File: config.mk
export PLATFORM = sky130hd
export DESIGN_NAME = seg_scan_driver_flat
export DESIGN_NICKNAME = d
export VERILOG_FILES = /design/src/rtl/seg_scan_driver_if.sv /design/src/rtl/seg_scan_driver.sv /design/src/flat_wrapper.sv
export SDC_FILE = /design/constraint.sdc
export NUM_CORES = 1
export LEC_CHECK = 0
export ABC_CLOCK_PERIOD_IN_PS = 4300
export BUFFER_PORTS_ARGS = -buffer_cell sky130_fd_sc_hd__buf_4
export CAP_MARGIN = 20
export CORE_MARGIN = 4
export CORE_UTILIZATION = 30
export DETAILED_ROUTE_END_ITERATION = 16
export HOLD_SLACK_MARGIN = 0.02
export PLACE_DENSITY_LB_ADDON = 0.12
export SLEW_MARGIN = 5
export SYNTH_ARGS = -nofsm -noshare
export SYNTH_HDL_FRONTEND = slang
export SYNTH_SLANG_ARGS = --single-unit
File: constraint.sdc
create_clock -name clk -period 4.3 [get_ports clk]
set_input_delay 0.645 -clock clk [delete_from_list [all_inputs] [get_ports clk]]
set_output_delay 0.645 -clock clk [all_outputs]
set_load 0.02 [all_outputs]
File: src/rtl/seg_scan_driver_if.sv
// Shadow-update bus for seg_scan_driver: display content
// plus the upd_valid/upd_ack handshake.
interface seg_scan_driver_if #(
    parameter int NUM_DIGITS = 8,
    parameter int PWM_BITS   = 4
);
    logic [4*NUM_DIGITS-1:0] data;
    logic [NUM_DIGITS-1:0]   enable;
    logic [NUM_DIGITS-1:0]   blink;
    logic [NUM_DIGITS-1:0]   dp;
    logic [PWM_BITS-1:0]     brightness;
    logic                    upd_valid;
    logic                    upd_ack;

    modport master (
        output data, enable, blink, dp, brightness, upd_valid,
        input  upd_ack
    );

    modport slave (
        input  data, enable, blink, dp, brightness, upd_valid,
        output upd_ack
    );
endinterface

File: src/rtl/seg_scan_driver.sv
// Multiplexed 7-segment scan driver with tear-free shadow
// registers, PWM brightness, anti-ghost blanking and blink.
module seg_scan_driver #(
    parameter int NUM_DIGITS   = 8,
    parameter int DIV_BITS     = 10,
    parameter int PWM_BITS     = 4,
    parameter int BLANK_CYC    = 16,
    parameter int BLINK_FRAMES = 64
) (
    input  logic                  clk,
    input  logic                  rst_n,
    seg_scan_driver_if.slave      upd,
    output logic [NUM_DIGITS-1:0] cat,
    output logic [7:0]            seg
);
    localparam int IDX_W = (NUM_DIGITS > 1) ? $clog2(NUM_DIGITS) : 1;
    localparam int FR_W  = (BLINK_FRAMES > 1) ? $clog2(BLINK_FRAMES) : 1;
    localparam logic [IDX_W-1:0]    LAST_IDX = IDX_W'(NUM_DIGITS - 1);
    localparam logic [FR_W-1:0]     LAST_FR  = FR_W'(BLINK_FRAMES - 1);
    localparam logic [DIV_BITS-1:0] BLANK_V  = DIV_BITS'(BLANK_CYC);

    logic [DIV_BITS-1:0]     div_cnt;
    logic [IDX_W-1:0]        idx;
    logic [FR_W-1:0]         frame_cnt;
    logic                    blink_phase;
    logic [4*NUM_DIGITS-1:0] sh_data;
    logic [NUM_DIGITS-1:0]   sh_en;
    logic [NUM_DIGITS-1:0]   sh_blink;
    logic [NUM_DIGITS-1:0]   sh_dp;
    logic [PWM_BITS-1:0]     sh_bright;

    logic                    slot_end;
    logic                    frame_end;
    logic                    load;
    logic [PWM_BITS-1:0]     phase;
    logic                    pwm_on;
    logic                    lit;
    logic [3:0]              nib;
    logic [NUM_DIGITS-1:0]   cat_d;
    logic [7:0]              seg_d;

    function automatic logic [6:0] decode(input logic [3:0] n);
        case (n)
            4'h0: decode = 7'h3F;
            4'h1: decode = 7'h06;
            4'h2: decode = 7'h5B;
            4'h3: decode = 7'h4F;
            4'h4: decode = 7'h66;
            4'h5: decode = 7'h6D;
            4'h6: decode = 7'h7D;
            4'h7: decode = 7'h07;
            4'h8: decode = 7'h7F;
            4'h9: decode = 7'h6F;
            4'hA: decode = 7'h77;
            4'hB: decode = 7'h7C;
            4'hC: decode = 7'h39;
            4'hD: decode = 7'h5E;
            4'hE: decode = 7'h79;
            default: decode = 7'h71;
        endcase
    endfunction

    assign slot_end  = &div_cnt;
    assign frame_end = slot_end && (idx == LAST_IDX);
    assign load      = frame_end && upd.upd_valid;

    always_ff @(posedge clk or negedge rst_n) begin
        if (!rst_n) begin
            div_cnt     <= '0;
            idx         <= '0;
            frame_cnt   <= '0;
            blink_phase <= 1'b0;
        end else begin
            div_cnt <= div_cnt + 1'b1;
            if (slot_end)
                idx <= (idx == LAST_IDX) ? '0 : idx + 1'b1;
            if (frame_end) begin
                if (frame_cnt == LAST_FR) begin
                    frame_cnt   <= '0;
                    blink_phase <= ~blink_phase;
                end else begin
                    frame_cnt <= frame_cnt + 1'b1;
                end
            end
        end
    end

    // Shadows change only on the frame boundary edge.
    always_ff @(posedge clk or negedge rst_n) begin
        if (!rst_n) begin
            sh_data     <= '0;
            sh_en       <= '0;
            sh_blink    <= '0;
            sh_dp       <= '0;
            sh_bright   <= '0;
            upd.upd_ack <= 1'b0;
        end else begin
            upd.upd_ack <= load;
            if (load) begin
                sh_data   <= upd.data;
                sh_en     <= upd.enable;
                sh_blink  <= upd.blink;
                sh_dp     <= upd.dp;
                sh_bright <= upd.brightness;
            end
        end
    end

    always_comb begin
        phase  = div_cnt[DIV_BITS-1 -: PWM_BITS];
        pwm_on = (&sh_bright) || (phase < sh_bright);
        nib    = sh_data[idx*4 +: 4];
        lit    = sh_en[idx] && (div_cnt >= BLANK_V) && pwm_on &&
                 !(sh_blink[idx] && blink_phase);
        cat_d  = '1;
        seg_d  = 8'h00;
        if (lit) begin
            cat_d = ~(NUM_DIGITS'(1) << idx);
            seg_d = {sh_dp[idx], decode(nib)};
        end
    end

    always_ff @(posedge clk or negedge rst_n) begin
        if (!rst_n) begin
            cat <= '1;
            seg <= 8'h00;
        end else begin
            cat <= cat_d;
            seg <= seg_d;
        end
    end
endmodule

File: src/flat_wrapper.sv
// flat-port wrapper written by rule: the top's interface ports become plain ports
module seg_scan_driver_flat 
#(
    parameter int NUM_DIGITS   = 8,
    parameter int DIV_BITS     = 10,
    parameter int PWM_BITS     = 4,
    parameter int BLANK_CYC    = 16,
    parameter int BLINK_FRAMES = 64
)
  (clk, rst_n, cat, seg, upd_data, upd_enable, upd_blink, upd_dp, upd_brightness, upd_upd_valid, upd_upd_ack);
  seg_scan_driver_if #(.NUM_DIGITS(NUM_DIGITS), .PWM_BITS(PWM_BITS)) upd_i ();
  input  logic clk;
  input  logic rst_n;
  output logic [NUM_DIGITS-1:0] cat;
  output logic [7:0] seg;
  input wire logic [$bits(upd_i.data)-1:0] upd_data;
  input wire logic [$bits(upd_i.enable)-1:0] upd_enable;
  input wire logic [$bits(upd_i.blink)-1:0] upd_blink;
  input wire logic [$bits(upd_i.dp)-1:0] upd_dp;
  input wire logic [$bits(upd_i.brightness)-1:0] upd_brightness;
  input wire logic [$bits(upd_i.upd_valid)-1:0] upd_upd_valid;
  output wire logic [$bits(upd_i.upd_ack)-1:0] upd_upd_ack;
  assign upd_i.data = upd_data;
  assign upd_i.enable = upd_enable;
  assign upd_i.blink = upd_blink;
  assign upd_i.dp = upd_dp;
  assign upd_i.brightness = upd_brightness;
  assign upd_i.upd_valid = upd_upd_valid;
  assign upd_upd_ack = upd_i.upd_ack;
  seg_scan_driver #(.NUM_DIGITS(NUM_DIGITS), .DIV_BITS(DIV_BITS), .PWM_BITS(PWM_BITS), .BLANK_CYC(BLANK_CYC), .BLINK_FRAMES(BLINK_FRAMES)) u_core (.clk(clk), .rst_n(rst_n), .upd(upd_i), .cat(cat), .seg(seg));
endmodule
**Word-level counts from Yosys, hierarchy flattened**

Memory sizes are Yosys's and may differ from the RTL's.
Index checks and enable logic that the tools add are counted.

- ROM bits: 112
- Input bits: 63
- Memories kept: 1
- Output and inout bits: 17
- Bits in registers: 97
- Bits in latches: 0
- Word-level logic and storage cells: 46
- RAM bits: 0

- Muxes and demuxes: 10
- Add/sub/neg operators: 3
- Shift operators: 2
- Equality and inequality tests: 2
- Divide/modulo/power cells: 0
- Multipliers: 0
- $lt $le $gt $ge: 3
- Reductions and logical operators: 11
- Bitwise logic cells: 2

Memory list:

| name | depth | width | rd ports | clocked after memory_dff | write ports | line | source |
|---|---|---|---|---|---|---|---|
| (no name shown) | 16 | 7 | 1 | 0 | 0 | seg_scan_driver.sv:43 | `case (n)` |

Operator list:

| cell | number |
|---|---|
| indexed part select 32 x 6 -> 4 bit | 1 |
| two-way mux 8 bit | 2 |
| adder 10 x 1 -> 10 bit (second input constant) | 1 |
| greater-or-equal comparator 10 x 5 -> 1 bit (second input constant) | 1 |
| AND reduction 10 bit | 1 |
| binary-select mux 1 bit (select 3 bit) | 3 |
| inverter 8 bit | 1 |
| << shifter 1 x 3 -> 8 bit (first input constant) | 1 |
| adder 6 x 1 -> 6 bit (second input constant) | 1 |
| == test 6 bit (second input constant) | 1 |
| logical AND 1 bit | 6 |
| two-way mux 6 bit | 1 |
| < comparator 3 x 4 -> 1 bit (second input constant) | 1 |
| < comparator 4 bit | 1 |
| AND reduction 4 bit | 1 |
| adder 3 x 1 -> 3 bit (second input constant) | 1 |
| == test 3 bit (second input constant) | 1 |
| two-way mux 1 bit | 3 |
| two-way mux 3 bit | 1 |
| AND reduction 2 bit | 1 |
| zero test 1 bit | 1 |
| logical OR 1 bit | 1 |
| inverter 1 bit | 1 |

**Depth between registers and ports, before layout**

- Depth after elaboration: 6
- Gate-level depth with buffers: 10

**Worst setup path before layout**

Ideal clock, no wire load.

- Path kind: flip-flop to flip-flop
- Start: register u_core.idx[0]
- End: register u_core.seg[5]
- Slack: 2.010 ns
- Setup time: 0.066 ns
- Arrival time: 2.225 ns
- Stages on the path, launching flop included: 9
- Path through: dfrtp_1 > buf_6 > buf_2 > mux4_2 > mux2i_1 > inv_1 > ha_1 > mux2i_1 > o221a_2

- Word-level cells in the longest chain between the ends: 6
- Elaborated cells between the ends (all ways): 12
- Those cells by class: shift (1); mux (5); reduce/logical (5); memory (1)

RTL lines:

| element | line | source |
|---|---|---|
| from (decl) | seg_scan_driver.sv:23 | `logic [IDX_W-1:0] idx;` |
| from (signal assigned) | seg_scan_driver.sv:76 | `idx <= (idx == LAST_IDX) ? '0 : idx + 1'b1;` |
| parallel branches: the longest is 5 deep, another holds memory read (16 x 7 bit) | n/a |  |
| two-way mux 8 bit * | seg_scan_driver.sv:117 | `if (lit) begin` |
| named net u_core.seg_d[5] | seg_scan_driver.sv:40 | `logic [7:0] seg_d;` |
| to (signal assigned) | seg_scan_driver.sv:129 | `seg <= seg_d;` |
| to (decl) | seg_scan_driver.sv:14 | `output logic [7:0] seg` |

Mark *: on every way through the listed nets, which the timed path passes. The select of a mux whose other input is x is not followed.
A chain may end at the register's enable or synchronous reset.

**Worst setup path after layout**

- Start: register u_core.div_cnt[0]
- End: register u_core.sh_data[1]

- Word-level cells in the longest chain between the ends: 3

RTL lines:

| element | line | source |
|---|---|---|
| from (decl) | seg_scan_driver.sv:22 | `logic [DIV_BITS-1:0] div_cnt;` |
| from (signal assigned) | seg_scan_driver.sv:74 | `div_cnt <= div_cnt + 1'b1;` |
| AND reduction 10 bit | seg_scan_driver.sv:63 | `assign slot_end = &div_cnt;` |
| logical AND 1 bit | seg_scan_driver.sv:64 | `assign frame_end = slot_end && (idx == LAST_IDX);` |
| logical AND 1 bit | seg_scan_driver.sv:65 | `assign load = frame_end && upd.upd_valid;` |
| to (signal assigned) | seg_scan_driver.sv:100 | `sh_data <= upd.data;` |
| to (decl) | seg_scan_driver.sv:26 | `logic [4*NUM_DIGITS-1:0] sh_data;` |

No other way between the ends.

==> results.json <==
{
  "rsz0062_at_grt": "no",
  "synthCells": 319,
  "status": "completed",
  "max_stage_delay_ns": 0.58,
  "drc": 0,
  "drt.antenna.violating_nets": 0,
  "cp-start-kind": "register",
  "grt_remaining_overflow": 0,
  "regArea_um2": 2440,
  "max-cap-violations": 0,
  "antenna_found_initial": 0,
  "dp_hpwl_mm": 6.75,
  "vias": 2748,
  "cp.arrival_ns": 2.98,
  "clk_latency_ns": 0.34,
  "setup_viol": 0,
  "startpoint": "u_core.div_cnt[0]",
  "gp_congestion": 0.738,
  "cts.clk_slew.worst_paths_ns": 0.07,
  "yosysWarnings": 0,
  "initial_core_util": 0.307,
  "hold_ws_ns": 0.445,
  "initialDrtViolationCount": 148,
  "ys_seq_area_frac": 0.546,
  "syn_area_um2": 4470,
  "dr.pass1.iters": 4,
  "post_cts_buffers": 0,
  "synth_most_common_cell": "dfrtp_1",
  "h-tree-depth": 3,
  "hold_class": "in -> async",
  "ios": 80,
  "fillers": 1414,
  "die_w_um": 130,
  "crit_path_max_fanout": 31,
  "synth.top_cell.area_share": 0.499,
  "fp-row-count": 44,
  "fin_util": 0.382,
  "synth_nets": 399,
  "critPathSlowestCell": "nand2_2",
  "rrSetupSlack_ns": 1.54,
  "cts_resized": 0,
  "crit_type": "reg -> reg",
  "ys_top_cells_by_count": "dfrtp_1 (89), mux2_2 (60), nand2_1 (20)",
  "cts_made_buffers": 9,
  "clockRootBuffer": "clkbuf_16",
  "die-area_um2": 16900,
  "grt_pass1_vias": 2932,
  "max-slew-margin-rel": 0.392,
  "ctsHoldBuffers": 0,
  "io_buffers": 79,
  "worstPathCellList": "ha_1, and4_1, and4_1, nand2_2, buf_4, mux2_2",
  "period_share": 0.641,
  "grt_pass1_wl_mm": 15.2,
  "worst_clock_skew_ns": 0.0106,
  "wl_mm": 9.36,
  "finalHoldViolCount": 0,
  "pwr_density_cell_nw_per_um2": 328,
  "cts_max_path_buffers": 2,
  "tightest_slew_ns": 0.912,
  "cts_tree": "built",
  "avgRoutedWirePerCell_um": 15.9,
  "syn_to_final_growth_pct": 24.4,
  "r2r-start": "u_core.div_cnt[0]",
  "die_h_um": 130,
  "postSynthAreaPerCell_um2": 14.0,
  "fin_tns_setup_ns": 0,
  "synth_flop_cell": "dfrtp_1",
  "layout-drive-gt1-share": 0.454,
  "grtUsageTotal": 0.118,
  "max_freq_mhz": 363,
  "synth-edff-count": 0,
  "cts.sinks": 97,
  "async_flop_share": 1.00,
  "multiInputGateArea_um2": 1900,
  "antenna_cells": 0,
  "finalNetCount": 480,
  "worstSetupEndpointType": "register",
  "synth_area_leaders": "dfrtp_1 (50%), mux2_2 (15%), mux4_2 (5.0%), ha_1 (4.8%), dfstp_2 (4.7%)",
  "crit_required_ns": 4.53,
  "yosysTopAreaCell": "dfrtp_1",
  "irDropWorstVdd_mv": 0.169,
  "power_leakage_nw": 2.79,
  "crit_top_cell": "and4_1",
  "slew_viol_final": 0,
  "period_minus_slack_ns": 2.76,
  "drt-vias-per-instance": 4.67,
  "core_um2": 14500,
  "grt_max_degree": 72,
  "synth.distinct_cells": 42,
  "ys_seq_elements": 97
}
[cell type report]
class                      instances  area share
clock buffer                      10      0.0412
sequential                        97       0.439
inverter                          12     0.00810
multi-input combinational        196       0.342
clock inverter                     6      0.0149
tap                              184      0.0414
timing repair buffer              84       0.113
[cells by family (layout without fill, tap and decap cells)]
group | Yosys count | count (layout) | synth area share
AO/OA/AOI/OAI | 23 | 23 | 0.0409
adder cells (fa/ha/maj) | 17 | 17 | 0.0476
XOR/XNOR | 13 | 13 | 0.0255
multiplexers | 81 | 81 | 0.242
AND/OR/NAND/NOR | 62 | 62 | 0.0698
buffers and inverters | 26 | 112 | 0.0288
flip-flops | 97 | 97 | 0.546
[critical path, delay by kind of cell, from the launching register on]
family	cells	cell delay, ns
buffers and inverters	1	0.46
adders and majority gates	1	0.25
and+or+nand+nor	3	1.10
DFF	1	0.41
muxes	1	0.39
[worst paths after layout]
path / to / cells after the start
max: u_core.sh_data[1] / 6
min in group clk: u_core.frame_cnt[5] / 1
min reg2reg: u_core.frame_cnt[5] / 1
max in group asynchronous: u_core.sh_blink[6] / 2
max reg2reg: u_core.sh_data[1] / 6
min: u_core.div_cnt[8] / 1
[routing by layer]
| metal | vias up | track usage | share of wire |
|---|---|---|---|
| li1 | 1316 | - | - |
| met1 | 1356 | 0.158 | 0.46 |
| met2 | 64 | 0.181 | 0.47 |
| met3 | 12 | 0.0307 | 0.051 |
| met4 | 0 | 0.0520 | 0.019 |
| met5 | - | 0 | 0 |
[cells in the final DEF, fill, tap and decap left out, drive strengths merged, types with 3 or more instances in the layout]
| cell type | netlist | layout |
|---|---|---|
| o21ai | 5 | 5 |
| nand4 | 6 | 6 |
| mux4 | 14 | 14 |
| dfstp | 8 | 8 |
| nand3 | 14 | 14 |
| and4 | 4 | 4 |
| dfrtp | 89 | 89 |
| clkbuf | 1 | 10 |
| buf | 13 | 84 |
| mux2 | 60 | 60 |
| clkinv | 0 | 3 |
| ha | 17 | 17 |
| nor3 | 4 | 4 |
| mux2i | 7 | 7 |
| xor2 | 5 | 5 |
| xnor2 | 8 | 8 |
| nand2 | 20 | 20 |
| nor2 | 6 | 6 |
| inv | 12 | 12 |
[registers in the layout (all words and copies together), names as in the netlist, 3 cells and up]
register	count
u_core.sh_bright	4
u_core.seg	8
u_core.sh_data	32
u_core.sh_dp	8
u_core.sh_en	8
u_core.div_cnt	10
u_core.sh_blink	8
u_core.frame_cnt	6
u_core.cat	8
u_core.idx	3
[power by group]
group	switching [mW]	total [mW]	internal, mW	leakage [nW]
registers	0	0.913	0.913	1.30
logic	0.0279	0.0641	0.0362	1.34
clock network	0.342	0.849	0.507	0.152
[per-stage QoR]
stage                     worst slack [ns]  area (um2)  total power, mW  cells
after floorplan                       2.01        4470            0.930    319
after global placement                1.61        5250            0.997    573
after detailed placement              1.53        5250            0.997    573
after CTS                             1.51        5560             1.86    589
after global routing                  1.37        5560             1.90    589
final                                 1.54        5560             1.83    589
No activity file was read; power rests on OpenSTA's default activity.
